--- src/rtl/sdram_write.sv ---
// -----------------------------------------------------------------------------
// sdram_write
//
// Write-burst engine for the single-bank SDRAM controller. A key_wr pulse
// raises wr_req towards the top-level arbiter. Once the arbiter moves into
// the WRITE state, the block runs a fixed 14-cycle command schedule:
// PRE / ACT (only when a row has to be opened), then one WR command. It
// follows with a 4-word burst pulled from an upstream show-ahead-off FIFO.
// When the burst completes, the linear row/column address advances.
//
// Ports
//   clk         in   system clock
//   rst         in   synchronous, active-high reset
//   wr_en       in   arbiter grant pulse, clears wr_req
//   state       in   arbiter state code; active while state == WRITE
//   ref_req     in   refresh request pending at the arbiter
//   key_wr      in   write trigger pulse
//   wr_data     in   FIFO read data, valid one cycle after wr_data_rd
//   sdram_cmd   out  {CS_N,RAS_N,CAS_N,WE_N}
//   sdram_addr  out  SDRAM address bus
//   sdram_bank  out  bank select (always bank 0)
//   wr_dq       out  write data towards the DQ tristate
//   wr_dq_oe    out  DQ output enable
//   wr_data_rd  out  FIFO read strobe
//   wr_req      out  write request to the arbiter
//   flag_wr_end out  one-cycle burst-complete pulse
// -----------------------------------------------------------------------------
module sdram_write #(
  parameter int DATA_W = 16
) (
  input  logic              clk,
  input  logic              rst,
  input  logic              wr_en,
  input  logic [5:0]        state,
  input  logic              ref_req,
  input  logic              key_wr,
  input  logic [DATA_W-1:0] wr_data,
  output logic [3:0]        sdram_cmd,
  output logic [11:0]       sdram_addr,
  output logic [1:0]        sdram_bank,
  output logic [DATA_W-1:0] wr_dq,
  output logic              wr_dq_oe,
  output logic              wr_data_rd,
  output logic              wr_req,
  output logic              flag_wr_end
);

  localparam logic [8:0]  COL_END = 9'd508;
  localparam logic [11:0] ROW_END = 12'd4095;
  localparam logic [5:0]  WRITE   = 6'b00_1000;
  localparam logic [3:0]  CMD_END = 4'd12;

  localparam logic [3:0]  CMD_NOP = 4'b0111;
  localparam logic [3:0]  CMD_PRE = 4'b0010;
  localparam logic [3:0]  CMD_ACT = 4'b0011;
  localparam logic [3:0]  CMD_WR  = 4'b0100;

  // Schedule points, expressed as cmd_cnt values.
  localparam logic [3:0]  K_PRE     = 4'd3;
  localparam logic [3:0]  K_ACT     = 4'd5;
  localparam logic [3:0]  K_WR      = 4'd7;
  localparam logic [3:0]  K_RD_FST  = 4'd5;
  localparam logic [3:0]  K_RD_LST  = 4'd8;
  localparam logic [3:0]  K_OE_FST  = 4'd7;
  localparam logic [3:0]  K_OE_LST  = 4'd10;

  // Registered state and outputs.
  logic [3:0]        cmd_cnt_q,     cmd_cnt_d;
  logic [8:0]        col_addr_q,    col_addr_d;
  logic [11:0]       row_addr_q,    row_addr_d;
  logic              flag_act_q,    flag_act_d;
  logic [3:0]        sdram_cmd_q,   sdram_cmd_d;
  logic [11:0]       sdram_addr_q,  sdram_addr_d;
  logic [1:0]        sdram_bank_q,  sdram_bank_d;
  logic [DATA_W-1:0] wr_dq_q,       wr_dq_d;
  logic              wr_dq_oe_q,    wr_dq_oe_d;
  logic              wr_data_rd_q,  wr_data_rd_d;
  logic              wr_req_q,      wr_req_d;
  logic              flag_wr_end_q, flag_wr_end_d;

  logic active;
  logic newrow;

  // ---------------------------------------------------------------------------
  // Next-state logic.
  //
  // Every output register is loaded from cmd_cnt_d, the value cmd_cnt takes
  // in the same cycle as the output. An output belonging to cycle Ck is
  // therefore visible exactly while cmd_cnt == k. Because cmd_cnt_d is forced
  // to 0 whenever state leaves WRITE, an abort turns everything back to
  // NOP / oe=0 / rd=0 on the very next cycle without extra logic.
  // ---------------------------------------------------------------------------
  always_comb begin
    active = (state == WRITE);

    // Burst cycle counter: runs while active, parks at CMD_END+1, never wraps.
    cmd_cnt_d = 4'd0;
    if (active) begin
      if (cmd_cnt_q > CMD_END) cmd_cnt_d = cmd_cnt_q;
      else                     cmd_cnt_d = cmd_cnt_q + 4'd1;
    end

    // A row must be (re)opened at the start of every row. It must also be
    // reopened after a refresh has closed all banks between two bursts.
    newrow = (col_addr_q == 9'd0) || flag_act_q;

    sdram_cmd_d  = CMD_NOP;
    sdram_addr_d = row_addr_q;
    sdram_bank_d = 2'd0;
    unique case (cmd_cnt_d)
      K_PRE: begin
        if (newrow) begin
          sdram_cmd_d  = CMD_PRE;
          sdram_addr_d = 12'h400;            // A10=1: precharge all banks
        end
      end
      K_ACT: begin
        if (newrow) sdram_cmd_d = CMD_ACT;   // row address on the bus
      end
      K_WR: begin
        sdram_cmd_d  = CMD_WR;
        sdram_addr_d = {3'b000, col_addr_q}; // A10=0: no auto-precharge
      end
      default: ;
    endcase

    // The FIFO is not show-ahead: data appears one cycle after the strobe.
    // A strobe in C5..C8 therefore delivers words that are captured at the
    // ends of C6..C9 and driven on DQ in C7..C10.
    wr_data_rd_d = (cmd_cnt_d >= K_RD_FST) && (cmd_cnt_d <= K_RD_LST);
    wr_dq_oe_d   = (cmd_cnt_d >= K_OE_FST) && (cmd_cnt_d <= K_OE_LST);
    wr_dq_d      = wr_dq_oe_d ? wr_data : wr_dq_q;

    // Fires only on the CMD_END -> CMD_END+1 step, so the parked counter
    // does not re-trigger it.
    flag_wr_end_d = active && (cmd_cnt_q == CMD_END);

    // Grant wins over a simultaneous trigger; triggers during WRITE are ignored.
    wr_req_d = wr_req_q;
    if (wr_en)                    wr_req_d = 1'b0;
    else if (key_wr && !active)   wr_req_d = 1'b1;

    // Address advance and row-reopen bookkeeping on burst completion.
    col_addr_d = col_addr_q;
    row_addr_d = row_addr_q;
    flag_act_d = flag_act_q;
    if (flag_wr_end_q) begin
      flag_act_d = ref_req;
      if (col_addr_q == COL_END) begin
        col_addr_d = 9'd0;
        if (row_addr_q == ROW_END) row_addr_d = 12'd0;
        else                       row_addr_d = row_addr_q + 12'd1;
      end else begin
        col_addr_d = col_addr_q + 9'd4;
      end
    end
  end

  // ---------------------------------------------------------------------------
  // Register stage.
  // ---------------------------------------------------------------------------
  always_ff @(posedge clk) begin
    if (rst) begin
      cmd_cnt_q     <= 4'd0;
      col_addr_q    <= 9'd0;
      row_addr_q    <= 12'd0;
      flag_act_q    <= 1'b0;
      sdram_cmd_q   <= CMD_NOP;
      sdram_addr_q  <= 12'd0;
      sdram_bank_q  <= 2'd0;
      wr_dq_q       <= '0;
      wr_dq_oe_q    <= 1'b0;
      wr_data_rd_q  <= 1'b0;
      wr_req_q      <= 1'b0;
      flag_wr_end_q <= 1'b0;
    end else begin
      cmd_cnt_q     <= cmd_cnt_d;
      col_addr_q    <= col_addr_d;
      row_addr_q    <= row_addr_d;
      flag_act_q    <= flag_act_d;
      sdram_cmd_q   <= sdram_cmd_d;
      sdram_addr_q  <= sdram_addr_d;
      sdram_bank_q  <= sdram_bank_d;
      wr_dq_q       <= wr_dq_d;
      wr_dq_oe_q    <= wr_dq_oe_d;
      wr_data_rd_q  <= wr_data_rd_d;
      wr_req_q      <= wr_req_d;
      flag_wr_end_q <= flag_wr_end_d;
    end
  end

  assign sdram_cmd   = sdram_cmd_q;
  assign sdram_addr  = sdram_addr_q;
  assign sdram_bank  = sdram_bank_q;
  assign wr_dq       = wr_dq_q;
  assign wr_dq_oe    = wr_dq_oe_q;
  assign wr_data_rd  = wr_data_rd_q;
  assign wr_req      = wr_req_q;
  assign flag_wr_end = flag_wr_end_q;

endmodule

--- config.mk ---
export PLATFORM = sky130hd
export DESIGN_NAME = sdram_write
export DESIGN_NICKNAME = d
export VERILOG_FILES = /design/src/rtl/sdram_write.sv
export SDC_FILE = /design/constraint.sdc
export NUM_CORES = 1
export LEC_CHECK = 0
export ABC_AREA = 1
export CAP_MARGIN = 20
export CORE_MARGIN = 1.5
export CORE_UTILIZATION = 46
export CTS_BUF_LIST = sky130_fd_sc_hd__clkbuf_2
export DETAILED_ROUTE_END_ITERATION = 10
export PLACE_DENSITY = 0.75
export RECOVER_POWER = 100
export SYNTH_ARGS = -nofsm -noshare
export SYNTH_HDL_FRONTEND = slang
export SYNTH_SLANG_ARGS = --single-unit
--- constraint.sdc ---
create_clock -name clk -period 1.9 [get_ports clk]
set_input_delay 0.38 -clock clk [delete_from_list [all_inputs] [get_ports clk]]
set_output_delay 0.38 -clock clk [all_outputs]
set_load 0.05 [all_outputs]
## Yosys cells after proc, flatten, opt, wreduce, memory -nomap -nowiden

Cells that the tools add are included.
W data, S select, Z words.

| word-level totals | value |
|---|---|
| register bits | 62 |
| input bits | 27 |
| output and inout port bits | 38 |
| word-level logic and storage cells | 44 |

| operators by class | value |
|---|---|
| add/sub/neg operators | 3 |
| magnitude comparators | 5 |
| equal/unequal tests | 7 |
| muxes and demuxes | 9 |
| reductions and logical operators | 9 |

Operators by type and width:

| cell | count |
|---|---|
| $mux W12 | 2 |
| $pmux W12 S2 | 1 |
| $add A12 B1 Y12 const B | 1 |
| $eq A12 B12 Y1 const B | 1 |
| $add A9 B3 Y9 const B | 1 |
| $eq A9 B9 Y1 const B | 1 |
| $logic_not A9 Y1 | 1 |
| $mux W9 | 1 |
| $pmux W3 S3 | 1 |
| $eq A4 B3 Y1 const B | 2 |
| $ge A4 B3 Y1 const B | 2 |
| $le A4 B4 Y1 const B | 2 |
| $mux W4 | 2 |
| $eq A6 B4 Y1 const B | 1 |
| $mux W3 | 2 |
| $add A4 B1 Y4 const B | 1 |
| $eq A4 B2 Y1 const B | 1 |
| $eq A4 B4 Y1 const B | 1 |
| $gt A4 B4 Y1 const B | 1 |
| $logic_and A1 B1 Y1 | 4 |
| $reduce_and A2 Y1 | 1 |
| $reduce_or A2 Y1 | 1 |
| $logic_not A1 Y1 | 1 |
| $logic_or A1 B1 Y1 | 1 |

## Logic depth before layout (Yosys ltp)

| logic depth | value |
|---|---|
| word-level depth | 5 |
| gate-level depth with buffers | 14 |
| mapped depth without buffers | 13 |

## Worst setup path before layout

Ideal clock, no wire load.

| timing | value |
|---|---|
| kind | reg-to-reg |
| start point | register cmd_cnt_q[0] |
| end point | register wr_dq_q[10], in the netlist wr_dq[10] |
| library setup time | 0.117 ns |
| arrival time | 1.709 ns |
| data required time | 1.783 ns |
| setup slack | 0.074 ns |
| cell stages (with the launch flop) | 14 |
| path buffers | 1 |
| clock period less this slack | 1.826 ns |
| cells stage by stage | dfxtp_1 -> inv_1 -> ha_1 -> inv_1 -> nand3_2 -> nand2_1 -> nand2_1 -> nor2_2 -> nand2_2 -> inv_2 -> nand2_2 -> buf_2 -> a21oi_1 -> nor2_1 |

| on the way | value |
|---|---|
| longest elaborated chain between the ends | 5 |
| elaborated cells between the ends (all ways) | 7 |
| those cells by class | add/sub: 1; order compare: 3; mux: 2; reduce/logical: 1 |

RTL lines:

| what | line | RTL |
|---|---|---|
| start: declaration | 68 | `logic [3:0] cmd_cnt_q, cmd_cnt_d;` |
| start signal: assignment | 177 | `cmd_cnt_q <= cmd_cnt_d;` |
| $add A4 B1 Y4 or $gt A4 B4 Y1 (tied branches) | 100, 99 |  |
| $mux W4 (*) | 99 | `if (cmd_cnt_q > CMD_END) cmd_cnt_d = cmd_cnt_q;` |
| $mux W4 (*) | 98 | `if (active) begin` |
| $ge A4 B3 Y1 or $le A4 B4 Y1 (tied branches) | 131 | `wr_dq_oe_d = (cmd_cnt_d >= K_OE_FST) && (cmd_cnt_d <= K_OE_LST);` |
| $logic_and A1 B1 Y1 (*) | 131 |  |
| end signal: assignment | 184 | `wr_dq_q <= wr_dq_d;` |
| end: declaration | 75 | `logic [DATA_W-1:0] wr_dq_q, wr_dq_d;` |

Mark *: on every way between the ends. The rest lies on a longest branch, timed or not.
A chain may end at the register's enable or synchronous reset.

## Worst setup path after layout

| timing | value |
|---|---|
| start point | register cmd_cnt_q[1] |
| end point | register wr_dq_q[12], in the netlist wr_dq[12] |

Same word-level chain as after synthesis.

==> reports/results.ini <==
[sta]
rsz0062_at_grt=yes
fin_skew_ns=0.02596
finalCritPeriodShare_pct=103.1
finalSetupViolations=8
fin_crit_ns=1.958
whs_ns=0.4399
setup_tns_ns=-0.2139
fmax_mhz=510.6
drv_slew=0
worst_slew_margin_rel_pct=64.98
setup_ws_ns=-0.05839
hold_viol=0
tightestPinTransition_ns=0.5274

[clocking]
cts_tree=done
cts_htree_levels=3
clk_latency_ns=0.46
cts_buffer_depth=2
clock_sinks=59
clk_pin_slew_ns=0.17
ctsHoldBuffers=0
cts-root-buf=clkbuf_2
numCtsBuffers=9

[power]
switchingPower_uw=505.1
seqPwrFrac_pct=58.8
leakage_uw=0.001714
power.density_mw_per_mm2=571.9
clock_power_share_pct=35.0
total_power_uw=2109
sw_frac_of_total_pct=23.96
internal_power_uw=1604
vdd_drop_max_mv=0.5898
pwr-share-comb_pct=6.2

[drt]
firstDrtPassIters=5
drt_iter0_drc=104
dr_total_vias=2541
wire_per_inst_microns=12.00
wirelength_microns=6384
antenna_left=0
avgViaCountPerCell=4.776
drc=0

[run_status]
failed_checks=setup timing
run_status=finished with violations

[final_layout]
fin_nets=488
layout_common_cells=nand2_1, dfxtp_1, inv_1
drive_gt1_share_pct=15.87
final_common_cell=nand2_1
diodes=0
areaGrowthSynthToFinish_pct=37.01
final_area_sq_mm=0.003687

[yosys]
netlist_area_sq_mm=0.002691
yosys.area.top_type=dfxtp_1
synth_seq_cells=59
yosys.area.top_type_share_pct=43.89
ys_warn_count=0
synthCells=367
ys_seq_area_share_pct=43.89
ys_types=35
synth.area.top_cells=dfxtp_1, nand2_1, inv_1
avgSynthCellArea_sq_um=7.333

[floorplanning]
die-area_sq_mm=0.006319
start_util_pct=48.28
rows=27
fp.dieW_microns=79.49
io_pins=65
core-area_sq_mm=0.005574
die_y_microns=79.49

[worst_setup_path]
criticalPathCategory=flip-flop to flip-flop
arrival_ns=2.30
end_kind=flip-flop
worst_path_most_repeated_cell=inv_2
cp_slowest_cell=dfxtp_2
cp_data_required_time_ns=2.24
crit_chain=inv_2 > ha_4 > inv_2 > nand3_2 > buf_6 > xor2_2 > nand2_2 > o21ai_4 > buf_12 > nand3_1 > nand2_1 > nor2_1
cp_max_fo=9
cp-start-kind=flip-flop
critPathMaxStageDelay_ns=0.38

[global_routing]
grt_max_degree=34
grt_pass1_vias=2291
grt_overflow=0
grt_pass1_wl_microns=10050
antenna_found_initial=0
grt_usage_pct=20.27

[flow_run]
cap_violations=0

[placement]
port-buffer-count=61
dp_slack_ns=-0.1653
dp_hpwl_microns=4347
gp_congestion=0.8670
placed_area_sq_mm=0.003475

[min_path]
min_path_type=primary input to flip-flop

## worst paths after layout
kind / from / to / slack (ns) / cells past startpoint
worst min register to register: col_addr_q[6] / col_addr_q[7] / 0.45 / 1
worst max-delay path: cmd_cnt_q[1] / wr_dq[12] / -0.06 / 12
worst min-delay path: wr_en / wr_req / 0.44 / 2
worst max register to register: cmd_cnt_q[1] / wr_dq[12] / -0.06 / 12
## logic make-up (layout without fill, tap and decap cells)
kind of cell / after synthesis / count (layout) / share of synthesized area [%]
and+or+nand+nor: 177 / 177 / 29.01
buffers and inverters: 71 / 162 / 11.85
DFF: 59 / 59 / 43.89
AOI/OAI and AO/OA: 47 / 47 / 10.09
adders and majority gates: 6 / 6 / 2.789
xor gates and xnor gates: 6 / 6 / 2.232
other: 1 / 3 / 0.1393
## synthesized netlist by cell type, drive strengths merged
cell type   n
nand2      65
dfxtp      59
inv        57
nor2       57
nand3      34
a21oi      24
o21ai      16
nor3       13
buf        12
ha          6
xor2        5
nand4       4
a31oi       2
and3        2
clkbuf      2
a211oi      1
a21boi      1
conb        1
nor4        1
o211ai      1
o21a        1
o22ai       1
or2         1
xnor2       1
## final cells by class
| class | instances | area (sq um) |
|---|---|---|
| well taps | 72 | 90.09 |
| fillers | 492 | 1887 |
| multi-input cells | 239 | 1247 |
| flip-flops and latches | 59 | 1182 |
| clock buffers | 10 | 50.05 |
| inverters | 57 | 214.0 |
| clock inverters | 6 | 56.30 |
| repair buffers | 89 | 847.1 |
## routing by layer
metal	track usage, %	up-vias	wire length, microns
met5	0	-	0
met2	32.71	81	2884
met3	4.343	11	384
met4	9.649	0	91
met1	25.62	1124	3023
li1	-	1325	-
## what timing repair did
item / CTS / global route
setup endpoints to repair: 34 / 31
buffers inserted: 0 / 4
pin swaps: 0 / 9
gates cloned: 0 / 3
resized for setup: 34 / 16
endpoints found under the hold margin: 0 / 0
## power by group through the flow
| stage | Combinational [uW] | Clock [uW] | Sequential (uW) |
|---|---|---|---|
| final | 130 | 739 | 1240 |
| after global routing | 142 | 813 | 1240 |
| after CTS | 129 | 767 | 1240 |
| after detailed placement | 128 | 0 | 1270 |
| after global placement | 128 | 0 | 1270 |
| after floorplan | 54.6 | 0 | 1270 |
## sequential cells by signal, indices dropped and copies added (netlist names)
register     cells
wr_dq           16
wr_req           1
cmd_cnt_q        4
sdram_cmd        3
row_addr_q      12
col_addr_q       7
sdram_addr      12
flag_act_q       1
flag_wr_end      1
wr_data_rd       1
wr_dq_oe         1
## critical path, delay by kind of cell (launching register included)
kind	cells	cell delay [ns]
flip-flops	1	0.38
AND/OR/NAND/NOR	5	0.42
XOR/XNOR	1	0.17
buffers and inverters	4	0.41
adder cells (fa/ha/maj)	1	0.16
AO/OA/AOI/OAI	1	0.30
## through the flow
step	utilization, %	instances
2_1_floorplan	-	369
3_3_place_gp	62.33	509
3_5_place_dp	62.33	509
4_1_cts	63.48	525
5_1_grt	66.15	532
6_report	66.15	532
Power figures use the tool's default switching activity.
